**config.mk**
```make
export PLATFORM = sky130hd
export DESIGN_NAME = extend_scheduler
export DESIGN_NICKNAME = d
export VERILOG_FILES = /design/src/rtl/extend_scheduler.sv
export SDC_FILE = /design/constraint.sdc
export NUM_CORES = 1
export LEC_CHECK = 0
export BUFFER_PORTS_ARGS = -buffer_cell sky130_fd_sc_hd__buf_2
export CAP_MARGIN = 5
export CORE_MARGIN = 2
export CORE_UTILIZATION = 50
export DETAILED_ROUTE_END_ITERATION = 8
export GPL_TIMING_DRIVEN = 0
export PLACE_DENSITY = 0.78
export SETUP_SLACK_MARGIN = 0.1
export SYNTH_ARGS = -nofsm -noshare
export SYNTH_HDL_FRONTEND = slang
export SYNTH_SLANG_ARGS = --single-unit
```
**constraint.sdc**
```tcl
create_clock -name clk -period 2.54 [get_ports clk]
set_input_delay 0.254 -clock clk [delete_from_list [all_inputs] [get_ports clk]]
set_output_delay 0.254 -clock clk [all_outputs]
set_load 0.05 [all_outputs]
```
**src/rtl/extend_scheduler.sv**
```systemverilog
// Extend-lane sequencer: packs diagonal requests into NUM_EXTEND-slot bundles,
// writes them to the bundle FIFO and paces pops against lane completion.
module extend_scheduler #(
   parameter int NUM_EXTEND    = 8,
   parameter int LOG_TILE_SIZE = 9,
   parameter int TB_ADDR       = 10,
   parameter int FIFO_WIDTH    = 2*LOG_TILE_SIZE+TB_ADDR+2,
   parameter int FLUSH_TIMEOUT = 4,
   parameter int SETTLE        = 3
) (
   input  logic                             clk,
   input  logic                             rst,
   input  logic                             req_valid,
   output logic                             req_ready,
   input  logic [LOG_TILE_SIZE:0]           req_k,
   input  logic [LOG_TILE_SIZE-1:0]         req_offset,
   input  logic [TB_ADDR-1:0]               req_tbaddr,
   input  logic                             flush,
   output logic                             fifo_wen,
   output logic [NUM_EXTEND*FIFO_WIDTH-1:0] fifo_din,
   input  logic                             fifo_full,
   input  logic                             fifo_empty,
   output logic                             fifo_ren,
   input  logic [NUM_EXTEND-1:0]            is_finish,
   input  logic                             load,
   output logic                             idle,
   output logic [15:0]                      bundles_issued
);
   localparam int CW = $clog2(NUM_EXTEND+1);
   localparam int TW = $clog2(FLUSH_TIMEOUT+1);
   localparam int SW = $clog2(SETTLE+1);
   localparam logic [CW-1:0] FULL_CNT    = CW'(NUM_EXTEND);
   localparam logic [TW-1:0] TIMEOUT     = TW'(FLUSH_TIMEOUT);
   localparam logic [SW-1:0] SETTLE_LAST = SW'(SETTLE-1);

   typedef enum logic [1:0] {
      IDLE      = 2'd0,
      POP       = 2'd1,
      SETTLING  = 2'd2,
      WAIT_DONE = 2'd3
   } state_t;

   logic [CW-1:0]                     slot_cnt_r;
   logic [TW-1:0]                     timer_r;
   logic [NUM_EXTEND*FIFO_WIDTH-1:0]  bundle_r;
   logic [SW-1:0]                     settle_cnt_r;
   logic [SW-1:0]                     settle_next_s;
   logic [15:0]                       bundles_issued_r;
   state_t                            state_r;
   state_t                            state_s;
   logic                              write_fire_s;
   logic                              accept_s;
   logic                              all_done_s;
   logic [FIFO_WIDTH-1:0]             slot_s;

   // Packer handshake and bundle write decision.
   always_comb begin
      all_done_s = &is_finish;
      slot_s     = {1'b1, req_k, req_offset, req_tbaddr};
      if (!rst && !fifo_full && (slot_cnt_r != '0) &&
          ((slot_cnt_r == FULL_CNT) || flush || (timer_r == TIMEOUT))) begin
         write_fire_s = 1'b1;
      end else begin
         write_fire_s = 1'b0;
      end
      req_ready = !rst && (slot_cnt_r < FULL_CNT) && !write_fire_s;
      accept_s  = req_valid && req_ready;
   end

   // Bundle register, fill count and partial-bundle idle timer.
   always_ff @(posedge clk) begin
      if (rst) begin
         slot_cnt_r <= '0;
         bundle_r   <= '0;
         timer_r    <= '0;
      end else begin
         if (write_fire_s) begin
            slot_cnt_r <= '0;
            bundle_r   <= '0;
         end else if (accept_s) begin
            for (int i = 0; i < NUM_EXTEND; i++) begin
               if (slot_cnt_r == CW'(i)) begin
                  bundle_r[i*FIFO_WIDTH +: FIFO_WIDTH] <= slot_s;
               end
            end
            slot_cnt_r <= slot_cnt_r + CW'(1);
         end
         if (accept_s || write_fire_s || (slot_cnt_r == '0)) begin
            timer_r <= '0;
         end else if (timer_r != TIMEOUT) begin
            timer_r <= timer_r + TW'(1);
         end
      end
   end

   // Issue FSM next state; the settle window hides lane latency after a pop.
   always_comb begin
      state_s       = state_r;
      settle_next_s = settle_cnt_r + SW'(1);
      case (state_r)
         IDLE: begin
            if (!fifo_empty && all_done_s && !load) begin
               state_s = POP;
            end else begin
               state_s = IDLE;
            end
         end
         POP: state_s = SETTLING;
         SETTLING: begin
            if (settle_next_s >= SETTLE_LAST) begin
               state_s = WAIT_DONE;
            end else begin
               state_s = SETTLING;
            end
         end
         WAIT_DONE: begin
            if (all_done_s) begin
               state_s = IDLE;
            end else begin
               state_s = WAIT_DONE;
            end
         end
         default: state_s = IDLE;
      endcase
   end

   // Issue FSM state, settle counter and popped-bundle counter.
   always_ff @(posedge clk) begin
      if (rst) begin
         state_r          <= IDLE;
         settle_cnt_r     <= '0;
         bundles_issued_r <= 16'd0;
      end else begin
         state_r <= state_s;
         case (state_r)
            POP: begin
               settle_cnt_r     <= '0;
               bundles_issued_r <= bundles_issued_r + 16'd1;
            end
            SETTLING: settle_cnt_r <= settle_next_s;
            default:  settle_cnt_r <= settle_cnt_r;
         endcase
      end
   end

   assign fifo_wen       = write_fire_s;
   assign fifo_din       = bundle_r;
   assign fifo_ren       = (state_r == POP) && !rst;
   assign bundles_issued = bundles_issued_r;
   assign idle           = !rst && (slot_cnt_r == '0) && fifo_empty &&
                           (state_r == IDLE) && all_done_s;

endmodule

```
==> results_dict.tcl <==
set metrics [dict create \
    outcome "finished, final reports clean" \
    mappedNetlistArea_um2 10400 \
    yosys.area.top_type_share_pct 51.5 \
    routed_via_density 5.17 \
    report.final.setup_viol 0 \
    postCtsSetupRepairBufs 0 \
    design.core.area_um2 20300 \
    final.period_utilization_pct 93.2 \
    timing.setup.critical_path_class "reg -> out" \
    postRouteWirelength_um 31600 \
    remaining_drc_errors 0 \
    initial_utilization_pct 51.1 \
    critical_path.cell_chain "inv_1 -> ha_1 -> a21oi_4 -> buf_6 -> o31a_1 -> clkbuf_4" \
    number_of_global_route_vias_before_repair 8548 \
    cellLeakagePower_nw 5.53 \
    finalNetCount 1504 \
    detailed_place.area_um2 12100 \
    path_buf_inv 3 \
    dieArea_um2 21900 \
    cpPeakStageDelay_ns 0.37 \
    area.sequential_um2 5350 \
    wire_length_per_cell_um 18.2 \
    groute.usage.overall_pct 27.7 \
    fill_cells 1731 \
    via_count 8988 \
    maximum_number_of_pins_on_one_net_before_global_route_repair 17 \
    dominantRegCellSynth "sky130_fd_sc_hd__dfxtp_1" \
    clock-sinks 267 \
    synthDistinctLibCells 40 \
    worst_slew_margin_rel_pct 53.0 \
    antenna_found_initial 0 \
    worst_ep_arrival_time_ns 2.11 \
    maxcap_viol_count 0 \
    worst-path-max-fanout 10 \
    core.rowCount 52 \
    achievable-frequency_mhz 423 \
    portBuffers 272 \
    synth_seq_area_share_pct 51.5 \
    cp_data_required_time_ns 2.29 \
    globalplace.congestion 0.814 \
    worst_skew_pair.late_latency_ns 0.55 \
    ys_warn_count 0 \
    fp.dieH_um 148 \
    multi_input_area_um2 4310 \
    tightest_slew_ns 0.706 \
    syn_inst 1145 \
    whs_ns 0.0207 \
    postRouteAntennaNets 0 \
    timing.final.hold_violations 0 \
    critical-path-top-delay-family "buffers and inverters" \
    layout-area-overhead-vs-synth_pct 26.9 \
    finalInstanceArea_um2 13200 \
    grt_pass1_wl_um 47800 \
    powerDensity_nw_per_um2 728 \
    cts_inserted_buffers 28 \
    ctsHtreeMaxLevel 1 \
    synth_enable_flop_cells 0 \
    fin_total_pwr_mw 9.59 \
    final_max_slew_viol_count 0 \
    hold_path_class "in -> reg" \
    finClkSkew_ns 0.0280 \
    setup_repair_after_global_routing_missed_its_margin "true" \
    finalSetupTns_ns 0 \
    synth.top_cells.by_count "298 x sky130_fd_sc_hd__nand2_1, 267 x sky130_fd_sc_hd__dfxtp_1, 124 x sky130_fd_sc_hd__nor2_1" \
    design.portCount 304 \
    drive_above_1_share_pct 33.5 \
    worst_setup_hold_path_clk_slew_ns 0.06 \
    drt_pre_antenna_iters 5 \
    min_period_ns 2.37 \
    avgSynthCellArea_um2 9.06 \
    postLayoutCoreUtil_pct 64.9 \
    die-width_um 148 \
    setup.worst_path.start_class "register" \
    ys_async_sr_fraction_pct 0 \
    synth_most_common_cell "sky130_fd_sc_hd__nand2_1" \
    irDropWorstVdd_mv 0.455 \
    crit_path_top_delay_cell "sky130_fd_sc_hd__dfxtp_1" \
    synth.area.top_cells "sky130_fd_sc_hd__dfxtp_1 52%, sky130_fd_sc_hd__nand2_1 11%, sky130_fd_sc_hd__mux2i_1 8.6%" \
    tritoncts "done" \
    drt-initial-drc-count 421 \
    clockRootBuffer "sky130_fd_sc_hd__clkbuf_16" \
    synthesis.nets 1201 \
    endpoint_kind "output port" \
    clock_tree.buffer_depth 3 \
    diodes_inserted 0 \
    grt_ovf 0 \
    hpwl_um 22300 \
    synthDominantAreaCellType "sky130_fd_sc_hd__dfxtp_1" \
    synth-seq-cells 267 \
]
[path summary, 6_finish.rpt]
check | slack, ns | depth (start not counted) | end | from
min reg2reg | 0.45 | 2 | fifo_din[211]$_SDFFE_PP0P_ | fifo_din[211]$_SDFFE_PP0P_
max reg2reg | 0.38 | 8 | fifo_din[208]$_SDFFE_PP0P_ | timer_r[0]$_SDFFE_PP0P_
max | 0.17 | 6 | req_ready | timer_r[0]$_SDFFE_PP0P_
min | 0.02 | 4 | state_r[0]$_SDFF_PP0_ | load
[layout make-up]
cell class | instances | area share (%)
sequential | 267 | 40.6
multi-input combinational | 762 | 32.7
timing repair buffer | 273 | 10.5
clock buffer | 34 | 5.96
buffer | 107 | 5.32
tap | 270 | 2.56
clock inverter | 15 | 2.10
inverter | 9 | 0.256
[cells in the final DEF, fill, tap and decap left out, types with 5 or more instances in the layout]
master	n
sky130_fd_sc_hd__buf_2	322
sky130_fd_sc_hd__nand2_1	298
sky130_fd_sc_hd__dfxtp_1	267
sky130_fd_sc_hd__nor2_1	124
sky130_fd_sc_hd__mux2i_1	89
sky130_fd_sc_hd__a21oi_1	84
sky130_fd_sc_hd__a21oi_2	70
sky130_fd_sc_hd__clkbuf_16	29
sky130_fd_sc_hd__buf_4	22
sky130_fd_sc_hd__buf_6	21
sky130_fd_sc_hd__clkbuf_1	13
sky130_fd_sc_hd__xnor2_1	11
sky130_fd_sc_hd__ha_1	11
sky130_fd_sc_hd__inv_1	9
sky130_fd_sc_hd__nand4_1	8
sky130_fd_sc_hd__nand3_1	7
sky130_fd_sc_hd__bufinv_16	7
sky130_fd_sc_hd__nor3_1	6
sky130_fd_sc_hd__nor4_1	5
[metal layers]
layer	wire, um	global-route usage, %	part of all wire, %
met5	0	0	0
met4	1100	9.95	3.5
met3	2330	5.64	7.4
met2	15000	47.4	47
met1	13200	34.8	42
[worst min-delay path, stage by stage]
cell,delay [ns]
sky130_fd_sc_hd__buf_2,0.08
sky130_fd_sc_hd__nor2_1,0.03
sky130_fd_sc_hd__nand3_1,0.07
sky130_fd_sc_hd__a21oi_1,0.05
[metrics by stage]
stage               instances  setup slack, ns
global route             1737           0.0618
floorplan                1145            0.175
CTS                      1737            0.145
global placement         1687            0.396
finish                   1737            0.173
detailed placement       1687            0.379
[logic make-up after synthesis]
group	after synthesis	share of synthesized area [%]
AND/OR/NAND/NOR	466	18.0
multiplexers	89	8.58
adder cells (fa/ha/maj)	12	1.45
flip-flops	267	51.5
buffers and inverters	116	7.08
AO/OA/AOI/OAI	180	12.2
XOR/XNOR	15	1.27
[flip-flops by register name (all words and copies together) (netlist names)]
register / cells
slot_cnt_r: 4
timer_r: 3
state_r: 2
bundles_issued: 16
settle_cnt_r: 2
fifo_din: 240
[where the power goes]
group | switching (mW) | internal, mW
combinational | 0.510 | 0.180
clock | 1.74 | 2.92
sequential | 0.0227 | 4.23
[repair_timing]
item,CTS,global route
setup endpoints to repair,3,3
hold buffers,1,0
hold endpoints to repair,1,0
gates resized for setup,4,4
Power figures use the tool's default switching activity.
